--- src/rtl/seg7_frame_display.sv ---
// Receives (digit, position) beats, commits complete frames to a display buffer and
// scans them onto a 4-digit common-anode display. Optional: LEADING_ZERO_BLANK_EN.
module seg7_frame_display #(
  parameter int REFRESH_DIV = 100000,
  parameter int CNT_W       = 17
) (
  input  logic       clk,
  input  logic       rst,
  input  logic [3:0] digit_in,
  input  logic [3:0] digit_sel,
  output logic [3:0] an,
  output logic [6:0] seg,
  output logic       frame_done,
  output logic       seq_err
);

  typedef enum logic [1:0] {WAIT_D3, WAIT_D2, WAIT_D1, WAIT_D0} state_t;

  state_t           r_state;
  state_t           w_state_nxt;
  logic [3:0][3:0]  r_shadow;
  logic [3:0][3:0]  r_disp;
  logic             w_ld3, w_ld2, w_ld1, w_commit, w_err;

  logic [CNT_W-1:0] r_cnt;
  logic [1:0]       r_idx;
  logic             w_wrap;
  logic [3:0]       w_digit;
  logic             w_blank;
  logic [6:0]       w_seg;

  always_ff @(posedge clk or posedge rst) begin
    if (rst) r_state <= WAIT_D3;
    else     r_state <= w_state_nxt;
  end

  // A D3 beat always (re)starts a frame, whatever state the capture is in.
  always_comb begin
    w_state_nxt = r_state;
    w_ld3       = 1'b0;
    w_ld2       = 1'b0;
    w_ld1       = 1'b0;
    w_commit    = 1'b0;
    w_err       = 1'b0;
    if (digit_sel == 4'h8) begin
      w_ld3       = 1'b1;
      w_state_nxt = WAIT_D2;
    end else begin
      case (r_state)
        WAIT_D3: w_state_nxt = WAIT_D3;
        WAIT_D2: begin
          if (digit_sel == 4'h4) begin
            w_ld2       = 1'b1;
            w_state_nxt = WAIT_D1;
          end else begin
            w_err       = 1'b1;
            w_state_nxt = WAIT_D3;
          end
        end
        WAIT_D1: begin
          if (digit_sel == 4'h2) begin
            w_ld1       = 1'b1;
            w_state_nxt = WAIT_D0;
          end else begin
            w_err       = 1'b1;
            w_state_nxt = WAIT_D3;
          end
        end
        default: begin
          if (digit_sel == 4'h1) w_commit = 1'b1;
          else                   w_err    = 1'b1;
          w_state_nxt = WAIT_D3;
        end
      endcase
    end
  end

  always_ff @(posedge clk or posedge rst) begin
    if (rst) begin
      r_shadow   <= '0;
      r_disp     <= '0;
      frame_done <= 1'b0;
      seq_err    <= 1'b0;
    end else begin
      if (w_ld3) r_shadow[3] <= digit_in;
      if (w_ld2) r_shadow[2] <= digit_in;
      if (w_ld1) r_shadow[1] <= digit_in;
      if (w_commit) r_disp <= {r_shadow[3], r_shadow[2], r_shadow[1], digit_in};
      frame_done <= w_commit;
      seq_err    <= w_err;
    end
  end

  assign w_wrap  = (r_cnt == CNT_W'(REFRESH_DIV - 1));
  assign w_digit = r_disp[r_idx];

  always_comb begin
    w_blank = 1'b0;
`ifdef LEADING_ZERO_BLANK_EN
    case (r_idx)
      2'd3:    w_blank = (r_disp[3] == 4'h0);
      2'd2:    w_blank = (r_disp[3] == 4'h0) && (r_disp[2] == 4'h0);
      2'd1:    w_blank = (r_disp[3] == 4'h0) && (r_disp[2] == 4'h0) && (r_disp[1] == 4'h0);
      default: w_blank = 1'b0;
    endcase
`endif
  end

  always_comb begin
    w_seg = 7'h7F;
    case (w_digit)
      4'h0: w_seg = 7'h40;
      4'h1: w_seg = 7'h79;
      4'h2: w_seg = 7'h24;
      4'h3: w_seg = 7'h30;
      4'h4: w_seg = 7'h19;
      4'h5: w_seg = 7'h12;
      4'h6: w_seg = 7'h02;
      4'h7: w_seg = 7'h78;
      4'h8: w_seg = 7'h00;
      4'h9: w_seg = 7'h10;
      4'hA: w_seg = 7'h08;
      4'hB: w_seg = 7'h03;
      4'hC: w_seg = 7'h46;
      4'hD: w_seg = 7'h21;
      4'hE: w_seg = 7'h06;
      default: w_seg = 7'h0E;
    endcase
    if (w_blank) w_seg = 7'h7F;
  end

  // Scan index walks 3,2,1,0 by plain 2-bit decrement; outputs lag it by one cycle.
  always_ff @(posedge clk or posedge rst) begin
    if (rst) begin
      r_cnt <= '0;
      r_idx <= 2'd3;
      an    <= 4'hF;
      seg   <= 7'h7F;
    end else begin
      if (w_wrap) begin
        r_cnt <= '0;
        r_idx <= r_idx - 2'd1;
      end else begin
        r_cnt <= r_cnt + CNT_W'(1);
      end
      an  <= ~(4'b0001 << r_idx);
      seg <= w_seg;
    end
  end

endmodule
--- config.mk ---
export PLATFORM = sky130hd
export DESIGN_NAME = seg7_frame_display
export DESIGN_NICKNAME = d
export VERILOG_FILES = /design/src/rtl/seg7_frame_display.sv
export SDC_FILE = /design/constraint.sdc
export NUM_CORES = 1
export LEC_CHECK = 0
export CORE_MARGIN = 8
export CORE_UTILIZATION = 40
export DETAILED_ROUTE_END_ITERATION = 7
export HOLD_SLACK_MARGIN = 0.15
export MAX_ROUTING_LAYER = met4
export PLACE_DENSITY_LB_ADDON = 0.12
export SYNTH_ARGS = -nofsm -noshare
export SYNTH_HDL_FRONTEND = slang
export SYNTH_SLANG_ARGS = --single-unit
--- constraint.sdc ---
create_clock -name clk -period 3.4 [get_ports clk]
set_clock_uncertainty 0.15 [all_clocks]
set_input_delay 0.85 -clock clk [delete_from_list [all_inputs] [get_ports clk]]
set_output_delay 0.85 -clock clk [all_outputs]
set_load 0.02 [all_outputs]
==> results by group, run 1 <==
Status
  – Status: finished clean

Critical path
  – Top delay family on crit path: buffers and inverters
  – Crit Path Class: register to output pin
  – Worst-path fanout max: 1
  – Crit start category: register
  – Worst path cell trace: clkdlybuf4s50_1
  – CP peak stage delay: 590 ps
  – Setup crit end kind: output pin
  – Crit path DAT: 1430 ps
  – Data required time of the critical path: 2400 ps
  – CP Buf/Inv Count: 1
  – Max stage delay cell, worst path: clkdlybuf4s50_1

STA
  – Normalized max-slew margin: 0.687
  – # setup viols final: 0
  – Fmax: 411 MHz
  – Setup TNS: 0 ps
  – Final Hold Violating Endpoints: 0
  – Worst-margin pin slew: 469 ps
  – RSZ-0062 raised after global routing: false
  – Fin. max-slew vios: 0
  – Final worst path period need: 2430 ps
  – Final Cycle Share: 0.716

Cells and area
  – Finished Cell Area: 0.00335 mm²
  – Nets: 273
  – N_diodes: 0
  – Non-Filler Instances: 350
  – Share of layout cells above drive strength 1: 0.256
  – Area delta synth->final: 17.2%
  – Post-Route Utilization: 0.487

GRT
  – Met1 Use GR: 0.134
  – Global-route wire length before repair: 8340 µm
  – Global-route usage over all layers: 0.110
  – GR Layer Usage met2: 0.159
  – Initial antenna violation count: 0
  – Grt total ovfl: 0
  – GRT met3 Usage: 0.0352
  – Pin count of the biggest net entering global routing: 43
  – Top Usage Layer GRT: met2
  – Vias in the first global route: 1752

Yosys
  – Mapped Area: 0.00285 mm²
  – Ys async rst share: 1.00
  – Register area share after synthesis: 0.549
  – Syn avg cell area: 13.1 µm²
  – Post-synth EDFFs: 0
  – Post-synth top flop: dfrtp_1
  – Cells after Synth: 218
  – Yosys warns: 0
  – Post-Syn Nets: 242
  – Distinct cells, synth: 42
  – Flops & latches, synth: 62

Placed design
  – Routability cong.: 0.698
  – Placed cell area: 0.00318 mm²
  – Dpl cells: 334
  – Port bufs: 22
  – Post-DP HPWL: 3330 µm

Drt
  – DR vias/cell: 4.91
  – DR pass1 iterations: 4
  – Wirelength per Cell: 13.6 µm
  – ANT nets after route: 0
  – DR iter-0 viols: 83
  – DRT Wirelength: 4770 µm
  – Vias: 1719
  – Drt drc: 0

Power
  – Pleak: 1.51 nW
  – Pwr/cell area: 405 mW/mm²
  – VDD IR max: 0.000223 V
  – Overall Power: 1.35 mW

Clock tree
  – Worst skew pair latency: 330 ps
  – Maximum clock insertion buffer count: 2
  – CTS tree: built
  – # resized after CTS: 0
  – Hold-fix buffers at CTS: 0
  – Clock Sinks: 62
  – # Post-CTS Setup Buffers: 0
  – Inserted Clock Buffers: 9
  – Clk slew on worst S/H paths: 70 ps
  – Htree depth: 3
  – Clk root buf: clkbuf_8

Run
  – Max_cap viols: 0

Die
  – Die Span X: 100 µm
  – Core Rows: 30
  – Boundary pin count: 23
  – Starting Density: 0.415
  – Die Footprint: 0.0101 mm²
  – Core area: 0.00687 mm²
  – Die Height: 100 µm

Hold path
  – Hold WC Path Type: register to register
==> stage by stage <==
| step | hold WS, ps | setup WS, ps |
|---|---|---|
| after floorplan | 274 | 880 |
| after global placement | 295 | 717 |
| after detailed placement | 304 | 711 |
| after CTS | 313 | 936 |
| after global routing | 338 | 923 |
| final | 314 | 966 |
==> worst paths after layout <==
kind	from	to	slack, ps	depth (start not counted)
max in group asynchronous	rst	seg[4]	1760	3
max	seg[1]	seg[1]	970	1
min reg2reg	r_cnt[0]	r_cnt[0]	310	1
min in group asynchronous	rst	r_cnt[1]	700	2
min	r_cnt[0]	r_cnt[0]	310	1
max reg2reg	r_idx[0]	seg[0]	1080	5
==> area by class of cell <==
type	instances	area, µm²
Clock buffer	14	153
Clock inverter	2	10.0
Tap cell	96	120
Timing Repair Buffer	25	255
Fill cell	612	3520
Inverter	15	56.3
Sequential cell	62	1570
Multi-Input combinational cell	136	1180
==> cells in the mapped netlist, types with 3 or more instances <==
cell type	number	area (µm²)
nand4_1	4	25.0
ha_1	14	175
xor2_1	8	70.1
buf_6	3	33.8
dfrtp_1	49	1230
nand2_1	10	37.5
nor2b_1	3	18.8
mux4_2	3	67.6
o21a_1	3	22.5
o21ai_0	4	20.0
nand3_1	5	25.0
nor2_1	10	37.5
xnor2_1	6	52.6
and4_1	3	26.3
dfstp_2	13	342
inv_1	15	56.3
a21oi_1	4	20.0
mux2_2	28	315
==> routing by layer <==
metal	share of wire	wire length [µm]	vias up
li1	-	-	827
met1	0.50	2370	857
met2	0.45	2130	27
met3	0.040	189	8
met4	0.018	87	0
met5	0	0	-
==> kinds of logic after synthesis <==
| logic type | Yosys count | share of synthesized area |
|---|---|---|
| AO/OA/AOI/OAI | 18 | 0.0417 |
| buffers and inverters | 20 | 0.0359 |
| XOR/XNOR | 14 | 0.0430 |
| adder cells (fa/ha/maj) | 14 | 0.0614 |
| AND/OR/NAND/NOR | 55 | 0.111 |
| multiplexers | 35 | 0.157 |
| flip-flops | 62 | 0.549 |
==> power by group <==
group	leakage, nW	switching, mW	internal, mW
clock network	0.0844	0.258	0.283
logic	0.634	0.0264	0.0261
registers	0.795	0.00670	0.754
==> cells in the final DEF (no fill, tap or decap), types with 3 or more instances in the layout <==
master / n
a21oi_1: 4
and4_1: 3
clkbuf_1: 4
clkbuf_8: 10
clkdlybuf4s50_1: 22
dfrtp_1: 49
dfstp_2: 13
ha_1: 14
inv_1: 14
mux2_2: 28
mux4_2: 3
nand2_1: 10
nand3_1: 5
nand4_1: 4
nor2_1: 10
nor2b_1: 3
o21a_1: 3
o21ai_0: 4
xnor2_1: 6
xor2_1: 8
==> state kept, by name, summed over array words and instances, names as in the netlist <==
signal	flops
an	4
frame_done	1
r_shadow	12
r_cnt	17
r_disp	16
seq_err	1
seg	7
r_idx	2
r_state	2
No activity file was read; power rests on OpenSTA's default activity.
==> run 2, diff against run 1 <==
==> constraint.sdc (replaced) <==
create_clock -name clk -period 1.97 [get_ports clk]
set_clock_uncertainty 0.15 [all_clocks]
set_input_delay 0.4925 -clock clk [delete_from_list [all_inputs] [get_ports clk]]
set_output_delay 0.4925 -clock clk [all_outputs]
set_load 0.02 [all_outputs]
==> run 2 against run 1 <==
The run now ends with negative setup slack left. Sequential power grew 72%. Clock-buffer cell count is 1 lower. Sequential share of layout area is 4.6 points lower. Flip-flop and latch count unchanged. Cell count grew 7.4%. Register-to-register slack lost 1200 ps. Clock power grew 140%. Worst setup slack got worse by 1100 ps. Largest cell class unchanged.
==> results by group, run 2 (synthesized netlist as in run 1, its figures left out) <==
Status
  – Status: finished, violations left
  – Failing checks: negative setup slack

Clock tree
  – Clk root buf: clkbuf_8
  – CTS tree: built
  – Maximum clock insertion buffer count: 2
  – Worst skew pair latency: 330 ps
  – Clock Sinks: 62
  – Inserted Clock Buffers: 9
  – Hold-fix buffers at CTS: 0
  – Clk slew on worst S/H paths: 70 ps
  – Htree depth: 3

Placed design
  – Post-DP HPWL: 3510 µm
  – Place WS: -263 ps
  – Routability cong.: 0.726
  – Port bufs: 22

Drt
  – DRT Wirelength: 5390 µm
  – ANT nets after route: 0
  – Wirelength per Cell: 14.3 µm
  – Vias: 1830
  – Drt drc: 0
  – DR pass1 iterations: 4
  – DR iter-0 viols: 95
  – DR vias/cell: 4.87

STA
  – Final Hold Violating Endpoints: 0
  – Crit path setup slack, layout: -84.4 ps
  – # setup viols final: 7
  – Fin. max-slew vios: 0
  – Worst-margin pin slew: 334 ps
  – Normalized max-slew margin: 0.777
  – Fmax: 487 MHz
  – Final Cycle Share: 1.04
  – Setup TNS: -321 ps
  – Final worst path period need: 2050 ps
  – RSZ-0062 raised after global routing: true

Die
  – Die Span X: 100 µm
  – Die Footprint: 0.0101 mm²
  – Die Height: 100 µm
  – Boundary pin count: 23
  – Core Rows: 30
  – Core area: 0.00687 mm²
  – Starting Density: 0.415

Power
  – Pleak: 1.70 nW
  – Pwr/cell area: 726 mW/mm²
  – Overall Power: 2.69 mW
  – VDD IR max: 0.000300 V

Cells and area
  – N_diodes: 0
  – Nets: 299
  – Largest regs: r_cnt (17), r_disp (16), r_shadow (12)
  – Reg with most FFs: r_cnt
  – Largest register FFs: 17
  – Area delta synth->final: 30.0%
  – Share of layout cells above drive strength 1: 0.396
  – Commonest cells after routing, fill and taps aside: dfrtp_1, mux2_2, buf_4, dfstp_2, clkbuf_8
  – Commonest non-fill, non-tap cell in the layout: dfrtp_1

GRT
  – Vias in the first global route: 1881
  – Pin count of the biggest net entering global routing: 63
  – Initial antenna violation count: 0
  – Grt total ovfl: 0
  – Global-route usage over all layers: 0.124
  – Global-route wire length before repair: 9330 µm

Run
  – Max_cap viols: 0

Critical path
  – Worst-path fanout max: 6
  – Slack of the worst reg-to-reg path: -80 ps
  – Crit path DAT: 2170 ps
  – Crit Path Class: register to register
  – Crit start category: register
  – Data required time of the critical path: 2080 ps
  – Setup crit end kind: register

Hold path
  – Hold WC Path Type: register to register
## run 2: cell count changes in the layout (fill, tap and decap cells not counted), moves of 3 or more
| cell | delta |
|---|---|
| inv_1 | -3 |
| dlygate4sd2_1 | +11 |
| clkbuf_1 | -3 |
| ha_2 | +3 |
| buf_4 | +22 |
| buf_6 | +3 |
| ha_1 | -6 |
| clkdlybuf4s50_1 | -11 |
| ha_4 | +3 |
## run 2: layout make-up
type | count | area (µm²)
Clock inverter | 3 | 65.1
Inverter | 15 | 65.1
Fill cell | 617 | 3160
Tap cell | 96 | 120
Clock buffer | 13 | 169
Sequential cell | 62 | 1570
Timing Repair Buffer | 50 | 440
Multi-Input combinational cell | 137 | 1280
## run 2: per-stage QoR
| stage | utilization | instances | hold WS, ps | cell area (µm²) |
|---|---|---|---|---|
| after floorplan | - | 218 | 274 | 2850 |
| after global placement | 0.486 | 355 | 295 | 3340 |
| after detailed placement | 0.486 | 355 | 304 | 3340 |
| after CTS | 0.535 | 374 | 309 | 3670 |
| after global routing | 0.540 | 376 | 345 | 3710 |
| final | 0.540 | 376 | 303 | 3710 |
## run 2: critical path: stages (launching register included)
cell and delay [ps]:
dfstp_2 590, buf_4 160, mux4_2 600, mux2_2 300, a22o_1 190
## run 2: path summary, 6_finish.rpt
kind,startpoint,end,cells after the start
setup / recovery,r_idx[0],seg[1],4
hold / removal,r_cnt[0],r_cnt[0],1
setup reg to reg,r_idx[0],seg[1],4
hold reg to reg,r_cnt[0],r_cnt[0],1
max in group asynchronous,rst,r_idx[1],3
min in group asynchronous,rst,r_cnt[16],3
## run 2: layer usage
layer / GRT usage / wire length (µm) / part of all wire / vias up
li1: - / - / - / 887
met1: 0.164 / 2740 / 0.51 / 912
met2: 0.165 / 2370 / 0.44 / 23
met3: 0.0311 / 185 / 0.034 / 8
met4: 0.0767 / 103 / 0.019 / 0
met5: - / 0 / 0 / -
## run 2: what timing repair did
item	4_1_cts	5_1_grt
endpoints found under the setup margin	16	7
gates resized for setup	28	7
cloned	1	0
setup buffers	2	2
pin swaps	2	1
## run 2: report_power, final
| part | internal, mW | switching, mW |
|---|---|---|
| logic | 0.0504 | 0.0464 |
| registers | 1.30 | 0.0112 |
| clock network | 0.815 | 0.471 |
